$ cat src/rtl/seq_detect_param_if.sv
// Serial stream, configuration and result signals of the parametrised sequence detector.
// The master side drives the stream and configuration; the slave side is the detector.
interface seq_detect_param_if #(
  parameter int MAX_W = 8,
  parameter int CNT_W = 8
);
  localparam int LEN_W = $clog2(MAX_W + 1);

  logic             en_i;
  logic             cfg_load_i;
  logic [MAX_W-1:0] cfg_pattern_i;
  logic [LEN_W-1:0] cfg_len_i;
  logic             cfg_overlap_i;
  logic             in_i;
  logic             in_valid_i;
  logic             cnt_clr_i;
  logic             out_o;
  logic             busy_o;
  logic [CNT_W-1:0] match_cnt_o;

  modport master (
    output en_i, cfg_load_i, cfg_pattern_i, cfg_len_i, cfg_overlap_i,
           in_i, in_valid_i, cnt_clr_i,
    input  out_o, busy_o, match_cnt_o
  );

  modport slave (
    input  en_i, cfg_load_i, cfg_pattern_i, cfg_len_i, cfg_overlap_i,
           in_i, in_valid_i, cnt_clr_i,
    output out_o, busy_o, match_cnt_o
  );
endinterface

$ cat src/rtl/seq_detect_param.sv
// Runtime-programmable serial pattern detector with overlap control and a registered match pulse.
// Define SEQ_DET_COUNT_EN to add the saturating match counter (match_cnt/cnt_clr).
module seq_detect_param #(
  parameter int               MAX_W       = 8,
  parameter logic [MAX_W-1:0] DEF_PATTERN = 8'h0B,
  parameter int               DEF_LEN     = 4,
  parameter int               CNT_W       = 8
) (
  input logic               clk,
  input logic               rst_n,
  seq_detect_param_if.slave bus
);

  localparam int LEN_W = $clog2(MAX_W + 1);
  localparam logic [LEN_W-1:0] MAX_LEN = LEN_W'(MAX_W);
  localparam logic [LEN_W-1:0] RST_LEN = LEN_W'(DEF_LEN);

  typedef enum logic [1:0] {IDLE, HUNT, MATCH} state_t;

  state_t           state_q;
  logic [MAX_W-1:0] hist_q, hist_d;
  logic [MAX_W-1:0] pattern_q;
  logic [MAX_W-1:0] len_mask;
  logic [LEN_W-1:0] len_q, fill_q, fill_d, cfg_len_clamped;
  logic             overlap_q;
  logic             out_q;
  logic             match;

  always_comb begin
    hist_d   = {hist_q[MAX_W-2:0], bus.in_i};
    fill_d   = (fill_q >= len_q) ? len_q : fill_q + LEN_W'(1);
    len_mask = '0;
    for (int i = 0; i < MAX_W; i++) begin
      len_mask[i] = (i < int'(len_q));
    end
    cfg_len_clamped = ((bus.cfg_len_i == '0) || (bus.cfg_len_i > MAX_LEN)) ? MAX_LEN : bus.cfg_len_i;
    // A bit dropped by cfg_load or a disabled detector can never complete a match
    match = bus.en_i && !bus.cfg_load_i && bus.in_valid_i && (fill_d == len_q) &&
            (((hist_d ^ pattern_q) & len_mask) == '0);
  end

  always_ff @(posedge clk or negedge rst_n) begin
    if (!rst_n) begin
      state_q   <= IDLE;
      hist_q    <= '0;
      fill_q    <= '0;
      pattern_q <= DEF_PATTERN;
      len_q     <= RST_LEN;
      overlap_q <= 1'b1;
      out_q     <= 1'b0;
    end else begin
      if (bus.cfg_load_i) begin
        pattern_q <= bus.cfg_pattern_i;
        len_q     <= cfg_len_clamped;
        overlap_q <= bus.cfg_overlap_i;
      end
      if (!bus.en_i || bus.cfg_load_i) begin
        state_q <= IDLE;
        hist_q  <= '0;
        fill_q  <= '0;
        out_q   <= 1'b0;
      end else if (bus.in_valid_i) begin
        hist_q <= hist_d;
        out_q  <= match;
        if (match) begin
          state_q <= MATCH;
          // Non-overlapping mode demands len fresh bits before the next match
          fill_q  <= overlap_q ? fill_d : '0;
        end else begin
          state_q <= HUNT;
          fill_q  <= fill_d;
        end
      end else begin
        out_q <= 1'b0;
        if (state_q == MATCH) begin
          state_q <= HUNT;
        end
      end
    end
  end

  assign bus.out_o  = out_q;
  assign bus.busy_o = (state_q != IDLE);

`ifdef SEQ_DET_COUNT_EN
  logic [CNT_W-1:0] cnt_q;

  always_ff @(posedge clk or negedge rst_n) begin
    if (!rst_n) begin
      cnt_q <= '0;
    end else if (bus.cnt_clr_i) begin
      cnt_q <= '0;
    end else if (match && (cnt_q != '1)) begin
      cnt_q <= cnt_q + CNT_W'(1);
    end
  end

  assign bus.match_cnt_o = cnt_q;
`else
  assign bus.match_cnt_o = '0;
`endif

endmodule
$ cat src/flat_wrapper.sv
// flat-port wrapper written by rule: the top's interface ports become plain ports
module seq_detect_param_flat 
#(
  parameter int               MAX_W       = 8,
  parameter logic [MAX_W-1:0] DEF_PATTERN = 8'h0B,
  parameter int               DEF_LEN     = 4,
  parameter int               CNT_W       = 8
)
  (clk, rst_n, bus_en_i, bus_cfg_load_i, bus_cfg_pattern_i, bus_cfg_len_i, bus_cfg_overlap_i, bus_in_i, bus_in_valid_i, bus_cnt_clr_i, bus_out_o, bus_busy_o, bus_match_cnt_o);
  seq_detect_param_if #(.MAX_W(MAX_W), .CNT_W(CNT_W)) bus_i ();
  input logic clk;
  input logic rst_n;
  input wire logic [$bits(bus_i.en_i)-1:0] bus_en_i;
  input wire logic [$bits(bus_i.cfg_load_i)-1:0] bus_cfg_load_i;
  input wire logic [$bits(bus_i.cfg_pattern_i)-1:0] bus_cfg_pattern_i;
  input wire logic [$bits(bus_i.cfg_len_i)-1:0] bus_cfg_len_i;
  input wire logic [$bits(bus_i.cfg_overlap_i)-1:0] bus_cfg_overlap_i;
  input wire logic [$bits(bus_i.in_i)-1:0] bus_in_i;
  input wire logic [$bits(bus_i.in_valid_i)-1:0] bus_in_valid_i;
  input wire logic [$bits(bus_i.cnt_clr_i)-1:0] bus_cnt_clr_i;
  output wire logic [$bits(bus_i.out_o)-1:0] bus_out_o;
  output wire logic [$bits(bus_i.busy_o)-1:0] bus_busy_o;
  output wire logic [$bits(bus_i.match_cnt_o)-1:0] bus_match_cnt_o;
  assign bus_i.en_i = bus_en_i;
  assign bus_i.cfg_load_i = bus_cfg_load_i;
  assign bus_i.cfg_pattern_i = bus_cfg_pattern_i;
  assign bus_i.cfg_len_i = bus_cfg_len_i;
  assign bus_i.cfg_overlap_i = bus_cfg_overlap_i;
  assign bus_i.in_i = bus_in_i;
  assign bus_i.in_valid_i = bus_in_valid_i;
  assign bus_i.cnt_clr_i = bus_cnt_clr_i;
  assign bus_out_o = bus_i.out_o;
  assign bus_busy_o = bus_i.busy_o;
  assign bus_match_cnt_o = bus_i.match_cnt_o;
  seq_detect_param #(.MAX_W(MAX_W), .DEF_PATTERN(DEF_PATTERN), .DEF_LEN(DEF_LEN), .CNT_W(CNT_W)) u_core (.clk(clk), .rst_n(rst_n), .bus(bus_i));
endmodule
$ cat config.mk
export PLATFORM = sky130hd
export DESIGN_NAME = seq_detect_param_flat
export DESIGN_NICKNAME = d
export VERILOG_FILES = /design/src/rtl/seq_detect_param_if.sv /design/src/rtl/seq_detect_param.sv /design/src/flat_wrapper.sv
export SDC_FILE = /design/constraint.sdc
export NUM_CORES = 1
export LEC_CHECK = 0
export ABC_AREA = 1
export CORE_MARGIN = 3
export CORE_UTILIZATION = 30
export CTS_BUF_LIST = sky130_fd_sc_hd__clkbuf_2 sky130_fd_sc_hd__clkbuf_4 sky130_fd_sc_hd__clkbuf_8
export DETAILED_ROUTE_END_ITERATION = 8
export GPL_TIMING_DRIVEN = 0
export PLACE_DENSITY_LB_ADDON = 0.2
export SYNTH_ARGS = -nofsm -noshare
export SYNTH_HDL_FRONTEND = slang
export SYNTH_SLANG_ARGS = --single-unit
$ cat constraint.sdc
create_clock -name clk -period 2.53 [get_ports clk]
set_input_delay 0.3795 -clock clk [delete_from_list [all_inputs] [get_ports clk]]
set_output_delay 0.3795 -clock clk [all_outputs]
set_load 0.01 [all_outputs]
==> summary.md, run 1 <==
| Metric | Value |
|---|---|
| Post-layout min period | `roughly 2.1 ns` |
| IO Count | `30` |
| Clock latency on the worst-skew pair | `0.27 ns` |
| Dominant synthesized flop cell | `dfrtp_1` |
| Yosys reg bits | `27` |
| Slowest library cell on the worst path | `dfrtp_1` |
| Post-CTS sizing | `0` |
| Lkg Pwr | `1.08 nW` |
| Logic pwr share | `0.261` |
| Buffers on Ports | `20` |
| Count of different cell masters after synthesis | `28` |
| Clock group share of total power | `0.258` |
| Nets | `298` |
| Routed WL | `3.74 mm` |
| Number of global-route vias before repair | `roughly 1400` |
| Cell Chain, Critical Path | `inv_2 -> ha_1 -> nand2_1 -> inv_2 -> nand2_4 -> nand2_4 -> nor2_1 -> nand2_1 -> nand2_1 -> nor2_2 -> nand4_2 -> nand2_1 -> nand2_1` |
| Crit path largest cell delay | `~0.51 ns` |
| Via/cell ratio | `4.48` |
| Initial Util | `0.323` |
| Mapped Area | `1720 um^2` |
| Max-slew violations | `0` |
| Synth area leader | `dfrtp_1` |
| Clock sink total | `27` |
| Power per Cell Area | `487 nW/um^2` |
| Hold WC Path Type | `input pin to async pin` |
| CP required | `2.70 ns` |
| Die W | `81.8 um` |
| TritonCTS clock tree | `done` |
| Crit start category | `register` |
| RSZ-0062 raised after global routing | `no` |
| Most frequent cells after synthesis | `80 x nand2_1, 32 x inv_1, 22 x dfrtp_1` |
| Crit path from | `u_core.len_q[3]` |
| Cell with the most instances after synthesis | `nand2_1` |
| Clk pin slew, worst setup/hold paths | `0.09 ns` |
| Final GP Congestion | `0.865` |
| First-pass GRT wire length | `6.48 mm` |
| H-tree levels | `1` |
| DRC | `0` |
| Switching pwr | `approximately 0.32 mW` |
| Post-synth EDFFs | `0` |
| DIE AREA | `between 6000 and 7000 um^2` |
| Area grow syn2layout | `20.8%` |
| # Post-CTS Setup Buffers | `0` |
| Synth top area share | `0.320` |
| Worst setup margin | `0.449 ns` |
| Worst r2r dst | `u_core.fill_q[1]` |
| Diodes inserted | `0` |
| Most used cell, CP | `nand2_1` |
| Crit path to | `u_core.fill_q[1]` |
| Post-synth ARST share | `1.00` |
| Reg2Reg Depth | `13` |
| Worst relative slew slack | `0.586` |
| Share of layout cells above drive strength 1 | `0.151` |
| Largest net degree at the start of global routing | `28` |
| Peak VDD IR | `between 0.00015 and 0.0002 V` |
| WP data arrival | `between 2 and 2.5 ns` |
| CP Class | `register to register` |
| Switching share of power | `0.319` |
| Vias | `1531` |
| Die height | `a little over 80 um` |
| Skew final | `0.00198 ns` |
| Num CTS Buffers | `3` |
| R2r startpoint | `u_core.len_q[3]` |
| Critical Path Stages | `13` |
| # rows | `26` |
| Tightest Pin Transition | `0.620 ns` |
| M1 WL | `between 1.5 and 2 mm` |
| Final hold violations | `0` |
| Clk root buf | `clkbuf_8` |
| Sequential share of the synthesized area | `0.396` |
| Grt ovf | `0` |
| Crit Path Max Fanout | `9` |
| 1st-iter DRT viols | `109` |
| Tot GR Track Use | `0.125` |
| CTS Hold Bufs | `0` |
| Clk buf depth | `2` |
| Routed Antenna Nets | `0` |
| TNS Setup | `0 ns` |
| YS warnings | `0` |
| Initial antenna violation count | `0` |
| Crit path capture type | `register` |
| Top sig layer | `met4` |
| Met3 wire length | `157 um` |
| Max-cap violations | `0` |
| Reg2Reg Setup Slack | `0.45 ns` |
| WL per Instance | `10.9 um` |
| Worst slack, placed | `0.419 ns` |
| Final setup fails | `0` |
| Cell family with most CP delay | `simple AND/OR/NAND/NOR gates` |
| Drt first pass iters | `5` |
| Synth top area cells | `dfrtp_1 32%, nand2_1 17%, dfstp_2 7.6%` |
| Final worst-path cycle share | `0.822` |
| Status | `finished, final reports clean` |
| Gate Count Post-Synth | `241` |
| Syn Area/Cell | `just over 7 um^2` |
| Metal2 WL | `roughly 1.7 mm` |
| Final instance area | `around 2100 um^2` |
| Core ar. | `5340 um^2` |
| CP bufs+invs | `2` |
| Internal | `just under 0.7 mW` |
| FMAX | `approximately 480 MHz` |
| Power share of the sequential group | `0.480` |
| Area after DPL | `2040 um^2` |
| Hpwl dp | `2.93 mm` |
-- power by group through the flow --
stage / sequential (mW) / combinational (mW) / clock, mW
floorplan: 0.487 / 0.188 / 0
global placement: 0.494 / 0.266 / 0
detailed placement: 0.494 / 0.267 / 0
CTS: 0.486 / 0.268 / 0.276
global route: 0.490 / 0.303 / 0.289
finish: 0.486 / 0.265 / 0.262
-- state kept, by name (all words and copies together), names as in the netlist --
register          cells
u_core.state_q        2
u_core.overlap_q      1
u_core.fill_q         4
u_core.hist_q         7
u_core.len_q          4
u_core.pattern_q      8
u_core.bus.out_o      1
-- layer usage --
layer / track usage / vias to the layer above
li1: - / 806
met1: 0.172 / 685
met4: 0.0449 / 0
met5: 0 / -
met3: 0.0175 / 5
met2: 0.199 / 35
-- worst min-delay path by stage --
stage / startpoint / endpoint / slack, ns / cells past startpoint
4_1_cts: u_core.pattern_q[1] / u_core.pattern_q[1] / 0.50 / 2
2_1_floorplan: rst_n / u_core.bus.out_o / 0.08 / 0
3_5_place_dp: u_core.pattern_q[1] / u_core.pattern_q[1] / 0.49 / 2
3_3_place_gp: u_core.pattern_q[0] / u_core.pattern_q[0] / 0.48 / 2
6_report: rst_n / u_core.bus.out_o / 0.11 / 1
5_1_grt: rst_n / u_core.bus.out_o / 0.16 / 1
-- layout make-up --
cell class	instances	area, um^2
Tap cell	70	87.6
Timing Repair Buffer	20	195
Multi-Input combinational cell	170	845
Sequential cell	27	682
Clock buffer	4	48.8
Buffer	11	72.6
Fill cell	610	3250
Inverter	40	150
-- logic make-up (layout without fill, tap and decap cells) --
logic type               count (synthesis)  in the layout  synth area share
buffers and inverters                   51             75             0.129
AND/OR/NAND/NOR                        124            124             0.316
XOR/XNOR                                 2              2            0.0102
other                                    1              8           0.00218
flip-flops                              27             27             0.396
adder cells (fa/ha/maj)                  5              5            0.0363
AO/OA/AOI/OAI                           31             31             0.110
-- per-stage QoR --
step / hold WS [ns] / utilization / instances / total power, mW
6_report: 0.107 / 0.390 / 342 / 1.01
4_1_cts: 0.504 / 0.391 / 342 / 1.03
2_1_floorplan: 0.0839 / - / 248 / 0.676
3_3_place_gp: 0.485 / 0.382 / 338 / 0.761
3_5_place_dp: 0.490 / 0.382 / 338 / 0.761
5_1_grt: 0.155 / 0.390 / 342 / 1.08
-- cell usage in the layout (no fill, tap or decap), types with 4 or more instances in the layout --
master,count
a21oi_1,4
buf_4,8
clkdlybuf4s50_1,19
conb_1,8
dfrtp_1,22
dfstp_2,5
ha_1,5
inv_1,32
inv_2,8
nand2_1,80
nand3_1,12
nand4_1,6
nor2_1,15
nor2_2,4
o21ai_0,14
o22ai_1,7
Power figures use the tool's default switching activity.
==> run 2: changes to the inputs <==
==> constraint.sdc (replaced) <==
create_clock -name clk -period 1.9 [get_ports clk]
set_input_delay 0.285 -clock clk [delete_from_list [all_inputs] [get_ports clk]]
set_output_delay 0.285 -clock clk [all_outputs]
set_load 0.01 [all_outputs]
==> run 2 against run 1 <==
  * Clock power increased by 34%
  * Worst hold slack worse by 0.092 ns
  * Setup slack worse by 0.43 ns
  * Combinational power increased by 72%
==> summary.md, run 2 (synthesized netlist as in run 1, its figures left out) <==
| Metric | Value |
|---|---|
| Crit path capture type | `register (unchanged)` |
| Total power | `1.45 mW (was 1.01 mW)` |
| Grt ovf | `0 (unchanged)` |
| Met3 Usage GRT | `0.0197 (was 0.0175)` |
| Most frequent cells in the layout | `74 x nand2_1, 32 x inv_1, 19 x buf_4, 19 x clkdlybuf4s50_1, 18 x dfrtp_1 (was 80 x nand2_1, 32 x inv_1, 22 x dfrtp_1)` |
| Via/cell ratio | `4.55 (was 4.48)` |
| TNS Setup | `0 ns (unchanged)` |
| Post-layout min period | `1.88 ns (was 2.08 ns)` |
| Nets | `309 (was 298)` |
| First-pass GRT wire length | `6.67 mm (was 6.48 mm)` |
| CTS Hold Bufs | `0 (unchanged)` |
| Power per Cell Area | `644 nW/um^2 (was 487 nW/um^2)` |
| CP Class | `register to register (unchanged)` |
| Die W | `81.8 um (unchanged)` |
| Biggest registers after layout | `u_core.pattern_q x8, u_core.hist_q x7 (unchanged)` |
| Largest Register | `u_core.pattern_q (unchanged)` |
| Final GP Congestion | `0.865 (unchanged)` |
| FMAX | `532 MHz (was 481 MHz)` |
| Initial Util | `0.323 (unchanged)` |
| Final worst-path cycle share | `0.990 (was 0.822)` |
| Commonest non-fill, non-tap cell in the layout | `nand2_1 (unchanged)` |
| Max-cap violations | `0 (unchanged)` |
| Crit Path Max Fanout | `6 (was 9)` |
| Fillers | `585 (was 610)` |
| Clock latency on the worst-skew pair | `0.27 ns (about the same)` |
| Status | `finished, final reports clean (unchanged)` |
| Tightest Pin Transition | `0.621 ns (was 0.620 ns)` |
| Routed WL | `4.10 mm (was 3.74 mm)` |
| DIE AREA | `6690 um^2 (unchanged)` |
| Final non-filler cell total | `353 (was 342)` |
| Number of global-route vias before repair | `1438 (was 1419)` |
| Max FFs per register | `8 (unchanged)` |
| DRC | `0 (unchanged)` |
| Peak VDD IR | `0.000261 V (was 0.000195 V)` |
| RSZ-0062 raised after global routing | `yes (was no)` |
| TritonCTS clock tree | `done (unchanged)` |
| H-tree levels | `1 (unchanged)` |
| Hold WC Path Type | `input pin to async pin (unchanged)` |
| Reg2Reg Depth | `13 (unchanged)` |
| Routed Antenna Nets | `0 (unchanged)` |
| Clk pin slew, worst setup/hold paths | `0.10 ns (was 0.09 ns)` |
| Tot GR Track Use | `0.129 (was 0.125)` |
| Inst Count DP | `338 (unchanged)` |
| Worst relative slew slack | `0.586 (about the same)` |
| CP required | `2.08 ns (was 2.70 ns)` |
| Clk buf depth | `2 (unchanged)` |
| Share of layout cells above drive strength 1 | `0.251 (was 0.151)` |
| Final hold slack | `0.0147 ns (was 0.107 ns)` |
| Largest net degree at the start of global routing | `28 (unchanged)` |
| Crit start category | `register (unchanged)` |
| Met1 global-route usage | `0.180 (was 0.172)` |
| Hpwl dp | `2.93 mm (unchanged)` |
| Skew final | `0.00304 ns (was 0.00198 ns)` |
| Die height | `81.8 um (unchanged)` |
| Initial antenna violation count | `0 (unchanged)` |
| Max-slew violations | `0 (unchanged)` |
| Final instance area | `2250 um^2 (was 2080 um^2)` |
| Met2 Usage GRT | `0.199 (unchanged)` |
| Final hold violations | `0 (unchanged)` |
| Area after DPL | `2040 um^2 (unchanged)` |
| Area grow syn2layout | `30.7% (was 20.8%)` |
| Global route hottest layer | `met2 (unchanged)` |
| Diodes inserted | `0 (unchanged)` |
| 1st-iter DRT viols | `155 (was 109)` |
| IO Count | `30 (unchanged)` |
| Drt first pass iters | `5 (unchanged)` |
| # rows | `26 (unchanged)` |
| Lkg Pwr | `1.14 nW (was 1.08 nW)` |
| Vias | `1607 (was 1531)` |
| WL per Instance | `11.6 um (was 10.9 um)` |
| Clk root buf | `clkbuf_8 (unchanged)` |
| Final setup fails | `0 (unchanged)` |
| WP data arrival | `2.06 ns (was 2.26 ns)` |
| Buffers on Ports | `20 (unchanged)` |
| Num CTS Buffers | `3 (unchanged)` |
| Clock sink total | `27 (unchanged)` |
| Core ar. | `5340 um^2 (unchanged)` |
-- run 2: where the power goes --
group          total [mW]  internal, mW  leakage, nW  switching, mW
clock               0.352         0.165       0.0262          0.187
sequential          0.641         0.616        0.339         0.0256
combinational       0.457         0.191        0.774          0.266
-- run 2: worst max-delay path, stage by stage (launching register included) --
cell     delay, ns
dfstp_2       0.58
inv_4         0.05
ha_4          0.25
nand2_2       0.05
inv_2         0.06
nand2_4       0.07
nand2_4       0.09
nor2_4        0.04
nand2_2       0.08
nand2_2       0.07
nor2_4        0.13
nand4_4       0.16
nand2_1       0.10
nand2_1       0.05
-- run 2: worst paths after layout --
check | start | to | slack (ns)
max | u_core.len_q[2] | u_core.fill_q[0] | 0.02
min | rst_n | u_core.bus.out_o | 0.01
max reg2reg | u_core.len_q[2] | u_core.fill_q[0] | 0.02
min reg2reg | u_core.pattern_q[1] | u_core.pattern_q[1] | 0.50
max in group asynchronous | rst_n | u_core.fill_q[0] | 1.44
min in group clk | u_core.pattern_q[1] | u_core.pattern_q[1] | 0.50
-- run 2: final cells by class --
class,instances,area [um^2],area share
well taps,70,87.6,0.0389
clock buffers,4,48.8,0.0217
plain buffers,11,72.6,0.0322
multi-input cells,170,923,0.410
flip-flops and latches,27,687,0.305
repair buffers,31,278,0.123
inverters,40,155,0.0689
-- run 2: repair_timing --
action	4_1_cts	5_1_grt
setup buffers	8	3
pin swaps	5	15
setup endpoints to repair	7	7
resized for setup	4	20
-- run 2: stage by stage --
step | worst slack (ns) | utilization
after global placement | -0.154 | 0.382
after CTS | 0.00157 | 0.403
after floorplan | 0.140 | -
final | 0.0193 | 0.422
after detailed placement | -0.137 | 0.382
after global routing | -0.115 | 0.422
-- run 2: layer usage --
layer | vias to the layer above | part of all wire
met5 | - | 0
met3 | 4 | 0.050
li1 | 830 | -
met2 | 43 | 0.47
met1 | 730 | 0.47
met4 | 0 | 0.011
==> run 3: changes to the inputs <==
--- a/config.mk
+++ b/config.mk
@@ -5,7 +5,6 @@
 export SDC_FILE = /design/constraint.sdc
 export NUM_CORES = 1
 export LEC_CHECK = 0
-export ABC_AREA = 1
 export CORE_MARGIN = 3
 export CORE_UTILIZATION = 30
 export CTS_BUF_LIST = sky130_fd_sc_hd__clkbuf_2 sky130_fd_sc_hd__clkbuf_4 sky130_fd_sc_hd__clkbuf_8
==> run 3 against run 2 <==
  * The run now ends with setup timing left
  * First-iteration DRC count decreased by 66%
  * Register-to-register slack got worse by 0.15 ns
  * Clock-buffer cell count down 1
  * Die area is 6.0% lower
  * Maximum frequency shrank 7.2%
  * Synthesized cell count is 38% lower
  * Flip-flop and latch count unchanged
  * Utilization grew 2.1 points
  * Sequential power increased by 1%
  * Largest cell class unchanged
==> summary.md, run 3 <==
| Metric | Value |
|---|---|
| DIE AREA | `6290 um^2 (was 6690 um^2)` |
| R2r startpoint | `u_core.len_q[2] (unchanged)` |
| Most frequent cells in the layout | `19 x buf_4, 19 x dfrtp_1, 18 x clkdlybuf4s50_1 (was 74 x nand2_1, 32 x inv_1, 19 x buf_4, 19 x clkdlybuf4s50_1, 18 x dfrtp_1)` |
| Clock latency on the worst-skew pair | `0.28 ns (was 0.27 ns)` |
| DRC | `0 (unchanged)` |
| Core ar. | `5140 um^2 (was 5340 um^2)` |
| RSZ-0062 raised after global routing | `yes (unchanged)` |
| Biggest registers after layout | `u_core.pattern_q x8, u_core.hist_q x7 (unchanged)` |
| 1st-iter DRT viols | `53 (was 155)` |
| Simple-Gate Fraction of Synth Area | `0.134 (was 0.316)` |
| Failing checks | `setup timing` |
| TritonCTS clock tree | `done (unchanged)` |
| Hpwl dp | `2.46 mm (was 2.93 mm)` |
| Max FFs per register | `8 (unchanged)` |
| Syn Area/Cell | `10.7 um^2 (was 7.15 um^2)` |
| Crit start category | `register (unchanged)` |
| Largest net degree at the start of global routing | `28 (unchanged)` |
| YS warnings | `0 (unchanged)` |
| Worst r2r dst | `u_core.fill_q[0] (unchanged)` |
| Synth Area in Compound Gates | `0.111 (was 0.110)` |
| Vias | `1199 (was 1607)` |
| FMAX | `494 MHz (was 532 MHz)` |
| Max-cap violations | `0 (unchanged)` |
| Main combinational cell family by area after synthesis | `simple AND/OR/NAND/NOR gates (unchanged)` |
| Tightest Pin Transition | `0.619 ns (was 0.621 ns)` |
| Final setup fails | `5 (was 0)` |
| Initial antenna violation count | `0 (unchanged)` |
| Routed Antenna Nets | `0 (unchanged)` |
| Synth top area cells | `dfrtp_1 34%, dfstp_2 8.2%, mux2_2 6.3% (was dfrtp_1 32%, nand2_1 17%, dfstp_2 7.6%)` |
| Switching share of power | `0.289 (was 0.331)` |
| Crit path from | `u_core.len_q[2] (unchanged)` |
| Crit path to | `u_core.fill_q[0] (unchanged)` |
| Gate Count Post-Synth | `150 (was 241)` |
| Peak VDD IR | `0.000418 V (was 0.000261 V)` |
| IO Count | `30 (unchanged)` |
| Grt ovf | `0 (unchanged)` |
| Final GP Congestion | `0.779 (was 0.865)` |
| Crit Path Max Fanout | `5 (was 6)` |
| Area grow syn2layout | `41.3% (was 30.7%)` |
| Fillers | `517 (was 585)` |
| CTS Hold Bufs | `0 (unchanged)` |
| Hold WC Path Type | `input pin to async pin (unchanged)` |
| TNS Setup | `-0.485 ns (was 0 ns)` |
| Dominant synthesized flop cell | `dfrtp_1 (unchanged)` |
| Max-slew violations | `0 (unchanged)` |
| Reg2Reg Depth | `8 (was 13)` |
| Worst relative slew slack | `0.587 (was 0.586)` |
| Mapped Area | `1610 um^2 (was 1720 um^2)` |
| Drt first pass iters | `4 (was 5)` |
| WP data arrival | `2.19 ns (was 2.06 ns)` |
| Largest Register | `u_core.pattern_q (unchanged)` |
| Reg2Reg Setup Slack | `-0.13 ns (was 0.02 ns)` |
| Diodes inserted | `0 (unchanged)` |
| Routed WL | `3.47 mm (was 4.10 mm)` |
| Clk pin slew, worst setup/hold paths | `0.10 ns (about the same)` |
| Logic pwr share | `0.313 (was 0.315)` |
| Die height | `79.3 um (was 81.8 um)` |
| Buffers on Ports | `19 (was 20)` |
| Clk buf depth | `2 (unchanged)` |
| Worst slack, placed | `-0.226 ns (was -0.137 ns)` |
| Count of different cell masters after synthesis | `41 (was 28)` |
| CP Class | `register to register (unchanged)` |
| First-pass GRT wire length | `5.94 mm (was 6.67 mm)` |
| Post-synthesis adder-cell area fraction | `0.0388 (was 0.0363)` |
| Post-synth EDFFs | `0 (unchanged)` |
| Area after DPL | `1950 um^2 (was 2040 um^2)` |
| Switching pwr | `0.419 mW (was 0.479 mW)` |
| Post-layout min period | `2.03 ns (was 1.88 ns)` |
| Sequential share of the synthesized area | `0.423 (was 0.396)` |
| Lkg Pwr | `0.988 nW (was 1.14 nW)` |
| # rows | `26 (unchanged)` |
| Yosys reg bits | `27 (unchanged)` |
| CP required | `2.07 ns (was 2.08 ns)` |
| Tot GR Track Use | `0.119 (was 0.129)` |
| Clock sink total | `27 (unchanged)` |
| Post-synth ARST share | `1.00 (unchanged)` |
| Share of layout cells above drive strength 1 | `0.413 (was 0.251)` |
| Number of global-route vias before repair | `1343 (was 1438)` |
| Power per Cell Area | `636 nW/um^2 (was 644 nW/um^2)` |
| Worst setup margin | `-0.126 ns (was 0.0193 ns)` |
| Die W | `79.3 um (was 81.8 um)` |
| Total power | `1.45 mW (about the same)` |
| Post-synthesis mux area share | `0.126 (was 0)` |
| Crit path capture type | `register (unchanged)` |
| Final worst-path cycle share | `1.07 (was 0.990)` |
| Status | `finished with violations (was finished, final reports clean)` |
| Clk root buf | `clkbuf_8 (unchanged)` |
| Internal | `1.03 mW (was 0.971 mW)` |
| Nets | `222 (was 309)` |
| H-tree levels | `1 (unchanged)` |
| Synth Area in XOR/XNOR | `0.0761 (was 0.0102)` |
| Synth top area share | `0.342 (was 0.320)` |
| Final instance area | `2280 um^2 (was 2250 um^2)` |
| Most frequent cells after synthesis | `22 x dfrtp_1, 13 x nor2_1, 9 x buf_4, 9 x mux2_2, 9 x mux2i_1 (was 80 x nand2_1, 32 x inv_1, 22 x dfrtp_1)` |
| WL per Instance | `13.0 um (was 11.6 um)` |
| Power share of the sequential group | `0.449 (was 0.442)` |
| Initial Util | `0.314 (was 0.323)` |
| Via/cell ratio | `4.51 (was 4.55)` |
| Clock group share of total power | `0.238 (was 0.243)` |
| Synth area leader | `dfrtp_1 (unchanged)` |
| Num CTS Buffers | `3 (unchanged)` |
| Skew final | `0.00316 ns (was 0.00304 ns)` |
| Final hold violations | `0 (unchanged)` |
| Cell with the most instances after synthesis | `dfrtp_1 (was nand2_1)` |
## run 3: changes by cell type after synthesis, moves of 7 or more
cell     delta
nand3_1     -9
mux2_2      +9
inv_2       -8
nand2_1    -74
mux2i_1     +9
xnor2_1     +7
inv_1      -27
## run 3: power by group through the flow
stage / logic [mW] / registers (mW) / clock network, mW
5_1_grt: 0.497 / 0.654 / 0.385
4_1_cts: 0.394 / 0.647 / 0.356
3_3_place_gp: 0.309 / 0.657 / 0
2_1_floorplan: 0.227 / 0.649 / 0
3_5_place_dp: 0.316 / 0.659 / 0
6_report: 0.454 / 0.650 / 0.345
## run 3: timing repair
action / CTS / global route
setup buffers: 10 / 7
endpoints found under the setup margin: 5 / 6
gates resized for setup: 15 / 15
pin swaps: 8 / 9
## run 3: cell families (layout without fill, tap and decap cells)
kind of cell               count (synthesis)  count (layout)
buffers and inverters                     20              59
other                                      1               8
adders and majority gates                  5               5
xor gates and xnor gates                  14              14
DFF                                       27              27
AOI/OAI and AO/OA                         25              25
and+or+nand+nor                           39              39
muxes                                     19              19
## run 3: how the worst min path moves through the flow
stage                           start                  end
global route                    rst_n      u_core.len_q[1]
finish                          rst_n      u_core.len_q[1]
floorplan                       rst_n     u_core.bus.out_o
detailed placement  u_core.state_q[0]    u_core.state_q[0]
global placement    u_core.state_q[0]    u_core.state_q[0]
CTS                    bus_cfg_load_i  u_core.pattern_q[4]
## run 3: stage by stage
stage / cells / hold slack, ns / util
final: 266 / 0.00595 / 0.443
after floorplan: 157 / -0.0106 / -
after detailed placement: 246 / 0.506 / 0.379
after CTS: 260 / 0.456 / 0.418
after global placement: 246 / 0.484 / 0.379
after global routing: 266 / 0.0466 / 0.443
## run 3: area by class of cell
cell class,count,area (um^2),share of cell area
Buffer,14,116,0.0511
Clock buffer,3,41.3,0.0181
Clock inverter,1,7.51,0.00330
Inverter,5,21.3,0.00934
Multi-Input combinational cell,110,973,0.427
Sequential cell,27,686,0.301
Tap cell,70,87.6,0.0385
Timing Repair Buffer,36,344,0.151
## run 3: layer usage
| metal | wire length, um | up-vias | track usage | share of wire |
|---|---|---|---|---|
| met3 | 84 | 5 | 0.0204 | 0.024 |
| met1 | 1500 | 582 | 0.144 | 0.43 |
| li1 | - | 594 | - | - |
| met5 | 0 | - | 0 | 0 |
| met4 | 40 | 0 | 0.0378 | 0.012 |
| met2 | 1840 | 18 | 0.212 | 0.53 |
## run 3: critical path, stage by stage, from the launching register on
cell and delay (ns):
dfstp_2 0.59, inv_4 0.05, ha_4 0.26, nand2_4 0.04
o21ai_4 0.19, buf_6 0.13, o2111a_2 0.29, nor2_4 0.04
a221o_1 0.32
